==> config.mk <==
export PLATFORM = sky130hd
export DESIGN_NAME = sram_word_port
export DESIGN_NICKNAME = d
export VERILOG_FILES = /design/src/rtl/sram_port_pkg.sv /design/src/rtl/sram_word_port.sv
export SDC_FILE = /design/constraint.sdc
export NUM_CORES = 1
export LEC_CHECK = 0
export BUFFER_PORTS_ARGS = -buffer_cell sky130_fd_sc_hd__buf_2
export CORE_AREA = 2 2 97 109
export DETAILED_ROUTE_END_ITERATION = 6
export DIE_AREA = 0 0 99 111
export PLACE_DENSITY = 0.75
export SLEW_MARGIN = 5
export SYNTH_ARGS = -nofsm -noshare
export SYNTH_HDL_FRONTEND = slang
export SYNTH_SLANG_ARGS = --single-unit
export TNS_END_PERCENT = 20
==> constraint.sdc <==
create_clock -name clk -period 3 [get_ports clk]
set_input_delay 0.45 -clock clk [delete_from_list [all_inputs] [get_ports clk]]
set_output_delay 0.45 -clock clk [all_outputs]
set_load 0.1 [all_outputs]
==> src/rtl/sram_port_pkg.sv <==
// Shared types and constants for the 32-bit word port in front of the 512x8 SRAM macro.
// Latency: n/a (package only).
// Backpressure: n/a (package only).
package sram_port_pkg;

    typedef enum logic [1:0] {
        IDLE,
        ISSUE,
        DRAIN,
        RESP
    } state_t;

    // Macro bit write enables are active low.
    localparam logic [7:0] WEN_ALL_ON  = 8'h00;
    localparam logic [7:0] WEN_ALL_OFF = 8'hFF;

    localparam int BYTES_PER_WORD = 4;

endpackage

==> src/rtl/sram_word_port.sv <==
// Word (32-bit) valid/ready port that serialises each access into four little-endian byte accesses on a 512x8 SRAM macro.
// Latency: write response in cycle 5 after accept, read response in cycle 6 (one extra cycle to catch the last macro Q).
// Backpressure: one request outstanding; req_ready only in IDLE; rsp_valid/rsp_rdata held until rsp_ready.
//
// Ports:
//   clk, rst                        clock (also the macro clock), async active-high reset
//   req_valid/req_ready             request handshake; req_we, req_addr (word), req_wdata, req_wstrb
//   rsp_valid/rsp_ready, rsp_rdata  response handshake; read data (0 for writes)
//   ram_cen/gwen/wen/a/d, ram_q     macro pins (active-low enables), all driven from flops
module sram_word_port
    import sram_port_pkg::*;
#(
    parameter int ADDR_W = 9
) (
    input  logic              clk,
    input  logic              rst,
    input  logic              req_valid,
    output logic              req_ready,
    input  logic              req_we,
    input  logic [ADDR_W-3:0] req_addr,
    input  logic [31:0]       req_wdata,
    input  logic [3:0]        req_wstrb,
    output logic              rsp_valid,
    input  logic              rsp_ready,
    output logic [31:0]       rsp_rdata,
    output logic              ram_cen,
    output logic              ram_gwen,
    output logic [7:0]        ram_wen,
    output logic [ADDR_W-1:0] ram_a,
    output logic [7:0]        ram_d,
    input  logic [7:0]        ram_q
);

    localparam logic [1:0] LAST_BYTE = 2'(BYTES_PER_WORD - 1);

    state_t            state_q, state_d;
    logic [1:0]        byte_q, byte_d;
    logic              we_q;
    logic [ADDR_W-3:0] addr_q;
    logic [31:0]       wdata_q;
    logic [3:0]        wstrb_q;

    logic              accept;
    logic              issue_en;
    logic [1:0]        issue_byte;
    logic              cap_en;
    logic [1:0]        cap_idx;

    // The first byte is issued off the accept edge, so the request fields come
    // straight from req_* in IDLE and from the latched copy afterwards.
    logic              cur_we;
    logic [ADDR_W-3:0] cur_addr;
    logic [31:0]       cur_wdata;
    logic [3:0]        cur_wstrb;

    logic              cen_d, gwen_d;
    logic [7:0]        wen_d, d_d;
    logic [ADDR_W-1:0] a_d;

    assign req_ready = (state_q == IDLE);
    assign rsp_valid = (state_q == RESP);
    assign accept    = (state_q == IDLE) && req_valid;

    assign cur_we    = (state_q == IDLE) ? req_we    : we_q;
    assign cur_addr  = (state_q == IDLE) ? req_addr  : addr_q;
    assign cur_wdata = (state_q == IDLE) ? req_wdata : wdata_q;
    assign cur_wstrb = (state_q == IDLE) ? req_wstrb : wstrb_q;

    always_ff @(posedge clk or posedge rst) begin
        if (rst) begin
            state_q   <= IDLE;
            byte_q    <= 2'd0;
            we_q      <= 1'b0;
            addr_q    <= '0;
            wdata_q   <= '0;
            wstrb_q   <= '0;
            rsp_rdata <= '0;
            ram_cen   <= 1'b1;
            ram_gwen  <= 1'b1;
            ram_wen   <= WEN_ALL_OFF;
            ram_a     <= '0;
            ram_d     <= '0;
        end else begin
            state_q <= state_d;
            byte_q  <= byte_d;
            if (accept) begin
                we_q      <= req_we;
                addr_q    <= req_addr;
                wdata_q   <= req_wdata;
                wstrb_q   <= req_wstrb;
                rsp_rdata <= '0;
            end
            // ram_q is only looked at here, so X outside capture cycles never lands.
            if (cap_en) begin
                rsp_rdata[cap_idx*8 +: 8] <= ram_q;
            end
            ram_cen  <= cen_d;
            ram_gwen <= gwen_d;
            ram_wen  <= wen_d;
            ram_a    <= a_d;
            ram_d    <= d_d;
        end
    end

    always_comb begin
        state_d    = state_q;
        byte_d     = byte_q;
        issue_en   = 1'b0;
        issue_byte = 2'd0;
        cap_en     = 1'b0;
        cap_idx    = 2'd0;
        case (state_q)
            IDLE: begin
                if (req_valid) begin
                    state_d  = ISSUE;
                    byte_d   = 2'd0;
                    issue_en = 1'b1;
                end
            end
            ISSUE: begin
                // Q for the byte issued last cycle is on the pins now.
                if (!we_q && (byte_q != 2'd0)) begin
                    cap_en  = 1'b1;
                    cap_idx = byte_q - 2'd1;
                end
                if (byte_q == LAST_BYTE) begin
                    state_d = we_q ? RESP : DRAIN;
                end else begin
                    byte_d     = byte_q + 2'd1;
                    issue_en   = 1'b1;
                    issue_byte = byte_q + 2'd1;
                end
            end
            DRAIN: begin
                cap_en  = 1'b1;
                cap_idx = LAST_BYTE;
                state_d = RESP;
            end
            RESP: begin
                if (rsp_ready) begin
                    state_d = IDLE;
                end
            end
            default: state_d = IDLE;
        endcase
    end

    // Next macro pin values; address and data hold when nothing is issued.
    always_comb begin
        cen_d  = 1'b1;
        gwen_d = 1'b1;
        wen_d  = WEN_ALL_OFF;
        a_d    = ram_a;
        d_d    = ram_d;
        if (issue_en) begin
            a_d = {cur_addr, issue_byte};
            if (!cur_we) begin
                cen_d = 1'b0;
            end else if (cur_wstrb[issue_byte]) begin
                cen_d  = 1'b0;
                gwen_d = 1'b0;
                wen_d  = WEN_ALL_ON;
                d_d    = cur_wdata[issue_byte*8 +: 8];
            end
        end
    end

endmodule

---- Word level (Yosys, flattened, before mapping) ----
Index checks and enable logic that the tools add are counted.
storage, ports and cells
  latch bits .............................. 0
  memories kept ........................... 0
  ROM bits ................................ 0
  output and inout bits ................... 61
  input bits .............................. 56
  RAM bits ................................ 0
  bits in registers ....................... 107
  logic and storage cells ................. 70
cells by class
  bitwise logic cells ..................... 0
  equality and inequality tests ........... 8
  add/sub/neg operators ................... 3
  multipliers ............................. 0
  divide/modulo/power cells ............... 0
  reductions and logical operators ........ 9
  shifts and indexed selects .............. 3
  mux-type cells .......................... 34
  order comparisons ....................... 1
operators by type and width
  cell                                                   number
  2-to-1 mux 32 bit                                      3
  negator 5 -> 34 bit                                    1
  variable shift 8 x 34 -> 32 bit, first input constant  1
  indexed part select 8 x 34 -> 32 bit                   1
  bitwise mux 32 bit                                     1
  indexed part select 32 x 6 -> 8 bit                    1
  2-to-1 mux 8 bit                                       3
  2-to-1 mux 2 bit                                       8
  2-to-1 mux 1 bit                                       11
  AND reduction 3 bit                                    3
  one-hot mux 2 bit (2 select lines)                     2
  one-hot mux 2 bit (4 select lines)                     1
  2-to-1 mux 7 bit                                       1
  == test 2 bit, second input constant                   3
  inequality test 2 bit, second input constant           3
  2-to-1 mux 4 bit                                       1
  one-hot mux 1 bit (2 select lines)                     2
  nonzero test 2 bit                                     2
  < comparator 2 x 3 -> 1 bit, second input constant     1
  adder 2 x 1 -> 2 bit, second input constant            1
  binary-select mux 1 bit (select 2 bit)                 1
  == test 2 x 1 -> 1 bit, second input constant          1
  logical AND 1 bit                                      2
  zero test 2 bit                                        1
  3 further kinds                                        3

---- Logic depth before layout (Yosys ltp) ----
  word-level depth ........................ 8
  gate-level depth with buffers ........... 11
  gate-level depth less buffers ........... 10

---- Least setup slack after synthesis ----
Ideal clock, no wire load.
  path kind ............................... register to register
  start ................................... register state_q[0]
  end ..................................... register wdata_q[0]
  setup time .............................. 0.128 ns
  clock period less this slack ............ 2.686 ns
  arrival ................................. 2.559 ns
  stages on the path, launching flop included .. 8
  data required time ...................... 2.872 ns
  setup slack ............................. 0.314 ns
  path buffers ............................ 3
  cell sequence ........................... dfrtp_1 -> inv_1 -> ha_1 -> and2_1 -> clkbuf_1 -> buf_2 -> buf_2 -> mux2_1
between the ends
  cells in the longest elaborated chain, start to end .. 2
RTL lines
  element                 line                  RTL
  from (decl)             sram_word_port.sv:36  state_t state_q, state_d;
  from (signal assigned)  sram_word_port.sv:84  state_q <= state_d;
  zero test 2 bit         -
  named net req_ready     sram_word_port.sv:18  output logic req_ready,
  logical AND 1 bit       sram_word_port.sv:62  assign accept = (state_q == IDLE) && req_valid;
  to (signal assigned)    sram_word_port.sv:89  wdata_q <= req_wdata;
  to (decl)               sram_word_port.sv:40  logic [31:0] wdata_q;
The timed path passes the listed nets, and every way through them passes these cells.
A chain may end at the register's enable or synchronous reset.

---- Final worst setup path ----
  start ................................... register state_q[1]
  end ..................................... register rsp_rdata[3]
between the ends
  cells in the longest elaborated chain, start to end .. 6
  elaborated cells between the ends (all ways) .. 12
  classes of those cells .................. add/sub: 1; eq/ne: 2; shift: 2; mux: 5; reduce/logical: 2
RTL lines
  element                                                                                         line                   RTL
  == test 2 bit / == test 2 x 1 -> 1 bit (equally long branches)                                  sram_word_port.sv:112  case (state_q)
  one-hot mux 2 bit (2 select lines)                                                              sram_word_port.sv:112
  negator 5 -> 34 bit                                                                             sram_word_port.sv:95   rsp_rdata[cap_idx*8 +: 8] <= ram_q;
  indexed part select 8 x 34 -> 32 bit / variable shift 8 x 34 -> 32 bit (equally long branches)  sram_word_port.sv:95
  bitwise mux 32 bit                                                                              sram_word_port.sv:95
  2-to-1 mux 32 bit (*)                                                                           sram_word_port.sv:94   if (cap_en) begin
  to (signal, indexed assignment)                                                                 sram_word_port.sv:95
  to (decl)                                                                                       sram_word_port.sv:25   output logic [31:0] rsp_rdata,
Every way passes the cells marked *; elsewhere a longest branch is shown, timed or not.

==> summary.txt <==
Run status
  • Status: complete, no violations

Logic synthesis
  • Post-synth ARST share: 1.000
  • Largest family of logic cells by synthesized area: multiplexers
  • Top cells by count, synth: dfrtp_1 (97), mux2_1 (43), mux2i_1 (40)
  • Number of synthesized flops with an enable pin: 0
  • Syn Inst Count: 350
  • Register area share after synthesis: 0.5332
  • Ys Warns: 0
  • Seq cells post-synth: 99
  • Post-synth top flop: dfrtp_1
  • Biggest area consumer among synthesized cells: dfrtp_1
  • XOR/XNOR Fraction of Synth Area: 0
  • Top cells by area, synth: dfrtp_1 (52%), mux2_1 (10%), mux2i_1 (8.6%)
  • Synth Area in Simple Gates: 0.03982
  • Top-area cell type share of the netlist area: 0.5219
  • Adder-Cell Fraction of Synth Area: 0.02421
  • Post-synth cell types: 39
  • Syn avg cell area: about 13 um^2
  • Compound-Gate Fraction of Synth Area: 0.1213
  • Multiplexer area fraction after synthesis: 0.2419
  • Synthesized cell area: 4651 um^2
  • Count leader, synth: dfrtp_1
  • Mapped Nets: a little over 400

Place
  • RePlAce Congestion: 0.7768
  • Post-placement cell count: between 500 and 600
  • Placed cell areas: between 5000 and 6000 um^2
  • HPWL Detailed: 7.014 mm
  • Port bufs: between 100 and 150

Critical path
  • Crit path launch type: flop
  • Critical Path Sink Type: flop
  • Crit path DAT: between 3 and 4 ns
  • WP data required: around 3.3 ns
  • Reg2reg setup slack: 0.24 ns
  • Worst R2R End: rsp_rdata[3]
  • R2r startpoint: state_q[1]
  • Setup Crit Path Kind: reg2reg
  • FF-to-FF path depth: 8
  • Worst-path fanout max: 8

GRT
  • Antenna violations before repair: 0
  • Number of global-route vias before repair: between 3k and 4k
  • First-pass GRT wire length: 16.46 mm
  • Largest net degree at the start of global routing: 100
  • Grt total ovfl: 0
  • Global Route Usage Sum: 0.1868

Clock tree
  • H-tree Lvls: 3
  • CTS tree: built
  • Total CTS buffers: 9
  • Clk buf depth: 2
  • CTS sink count: 99
  • Cts hold-fix bufs: 0
  • Worst-skew pair later-pin latency: between 0.3 and 0.4 ns
  • CTS clk-pin slew, worst paths: roughly 0.070 ns
  • Root buffer cell: clkbuf_16

Routing
  • Post-route DRC: 0
  • Antenna viol nets, final: 0
  • DRT Pass-1 Iters: 6
  • Post-Route WL: roughly 9.9 mm
  • Wire length per cell: roughly 17 um
  • Vias per std cell: about 5.5
  • First-iteration detailed-routing DRC count: 165
  • Via count: about 3.3k

Floorplanning
  • # rows: 39
  • Chip width: 99 um
  • Full die area: ~11000 um^2
  • Initial core utilization: 0.4649
  • Ports: around 120
  • Core area: ~10000 um^2
  • Die height: 111 um

Min path
  • Worst hold path type: in2async

STA
  • Setup tns final: 0 ns
  • Fin crit share: 0.9198
  • Pins over their slew limit: 0
  • RSZ-0062 raised after global routing: no
  • Endpoints failing hold: 0
  • Worst Clk Skew: roughly 0.006 ns
  • Count of final setup violators: 0
  • Worst Tran Pin Value: just over 0.8 ns
  • Max_slew headroom: 0.4479
  • Fin crit period: 2.759 ns
  • Highest clock rate: about 0.36 GHz

Finish
  • Fin area: 5663 um^2
  • Share of layout cells above drive strength 1: 0.3697
  • Final #Nets: ~530
  • Post-Layout Cell Count: ~590
  • P&R area growth vs syn: 21.76%
  • Diodes inserted: 0

Run
  • Number of max-cap violations: 0
## registers in the layout (all words and copies together), names as in the netlist
| signal | cells |
|---|---|
| rsp_rdata | 32 |
| wdata_q | 32 |
| ram_a | 9 |
| ram_d | 8 |
| addr_q | 7 |
| wstrb_q | 4 |
| byte_q | 2 |
| state_q | 2 |
| ram_cen | 1 |
| ram_wen | 1 |
| we_q | 1 |
## critical path: stages (launching register included)
cell,delay [ns]
dfrtp_1,0.41
inv_1,0.11
ha_1,0.31
nor3b_1,0.36
o21a_1,0.25
o21ai_1,0.15
ha_1,0.38
nor3b_2,0.48
a22o_1,0.22
## per-layer routing
layer  track usage  wire length, um
met5             0                0
met1        0.2620             4351
met4       0.06210              206
met2        0.2838             4538
met3       0.04918              771
## how the worst max path moves through the flow
| stage | start | endpoint | slack (ns) | cells after the start |
|---|---|---|---|---|
| 2_1_floorplan | state_q[0] | wdata_q[0] | 0.31 | 7 |
| 3_3_place_gp | state_q[1] | rsp_rdata[11] | 0.42 | 9 |
| 3_5_place_dp | state_q[1] | rsp_rdata[14] | 0.27 | 9 |
| 4_1_cts | state_q[1] | rsp_rdata[14] | 0.19 | 9 |
| 5_1_grt | state_q[1] | rsp_rdata[7] | 0.02 | 8 |
| 6_report | state_q[1] | rsp_rdata[3] | 0.24 | 8 |
## through the flow
step           hold WS, ns  utilization  setup WS (ns)
2_1_floorplan       0.4532            -         0.3137
4_1_cts             0.2877       0.5659         0.1926
5_1_grt             0.3082       0.5661        0.01727
6_report            0.2395       0.5661         0.2406
3_3_place_gp        0.4619       0.5352         0.4241
3_5_place_dp        0.4683       0.5352         0.2674
## layout by cell type, fill, tap and decap left out, types with 2 or more instances in the layout
master      count
buf_2         116
dfrtp_1        97
mux2_1         43
mux2i_1        40
a22o_1         32
nand2_1        14
a21oi_1        14
o21ai_1        12
mux4_2         10
ha_1            9
clkbuf_16       9
a21oi_2         8
buf_4           8
inv_1           7
inv_2           4
nor2_1          3
nor3b_1         2
nor3_1          2
nor2_2          2
o22ai_1         2
clkinvlp_4      2
nor2b_1         2
a21o_1          2
a22oi_1         2
o21ai_0         2
clkbuf_8        2
clkbuf_1        2
buf_12          2
dfstp_2         2
## cell families (layout without fill, tap and decap cells)
group | after synthesis | after routing
DFF | 99 | 99
muxes | 94 | 94
AOI/OAI and AO/OA | 78 | 78
buffers and inverters | 36 | 154
and+or+nand+nor | 34 | 34
adders and majority gates | 9 | 9
## timing repair
item / CTS / global route
endpoints found under the hold margin: 0 / 0
buffers inserted: 0 / 0
resized for setup: 0 / 1
endpoints found under the setup margin: 0 / 8
## final cells by class
cell class                 instances  area (um^2)
timing repair buffer             126        680.7
clock buffer                      13        260.3
tap                              123        153.9
sequential                        99         2480
clock inverter                     3        46.29
inverter                          12        48.80
fill                             828         4340
multi-input combinational        215         1993
Power is left out: the tool's default activity adds up to more than one toggle a clock period on the data nets, which glitch-free logic cannot reach.
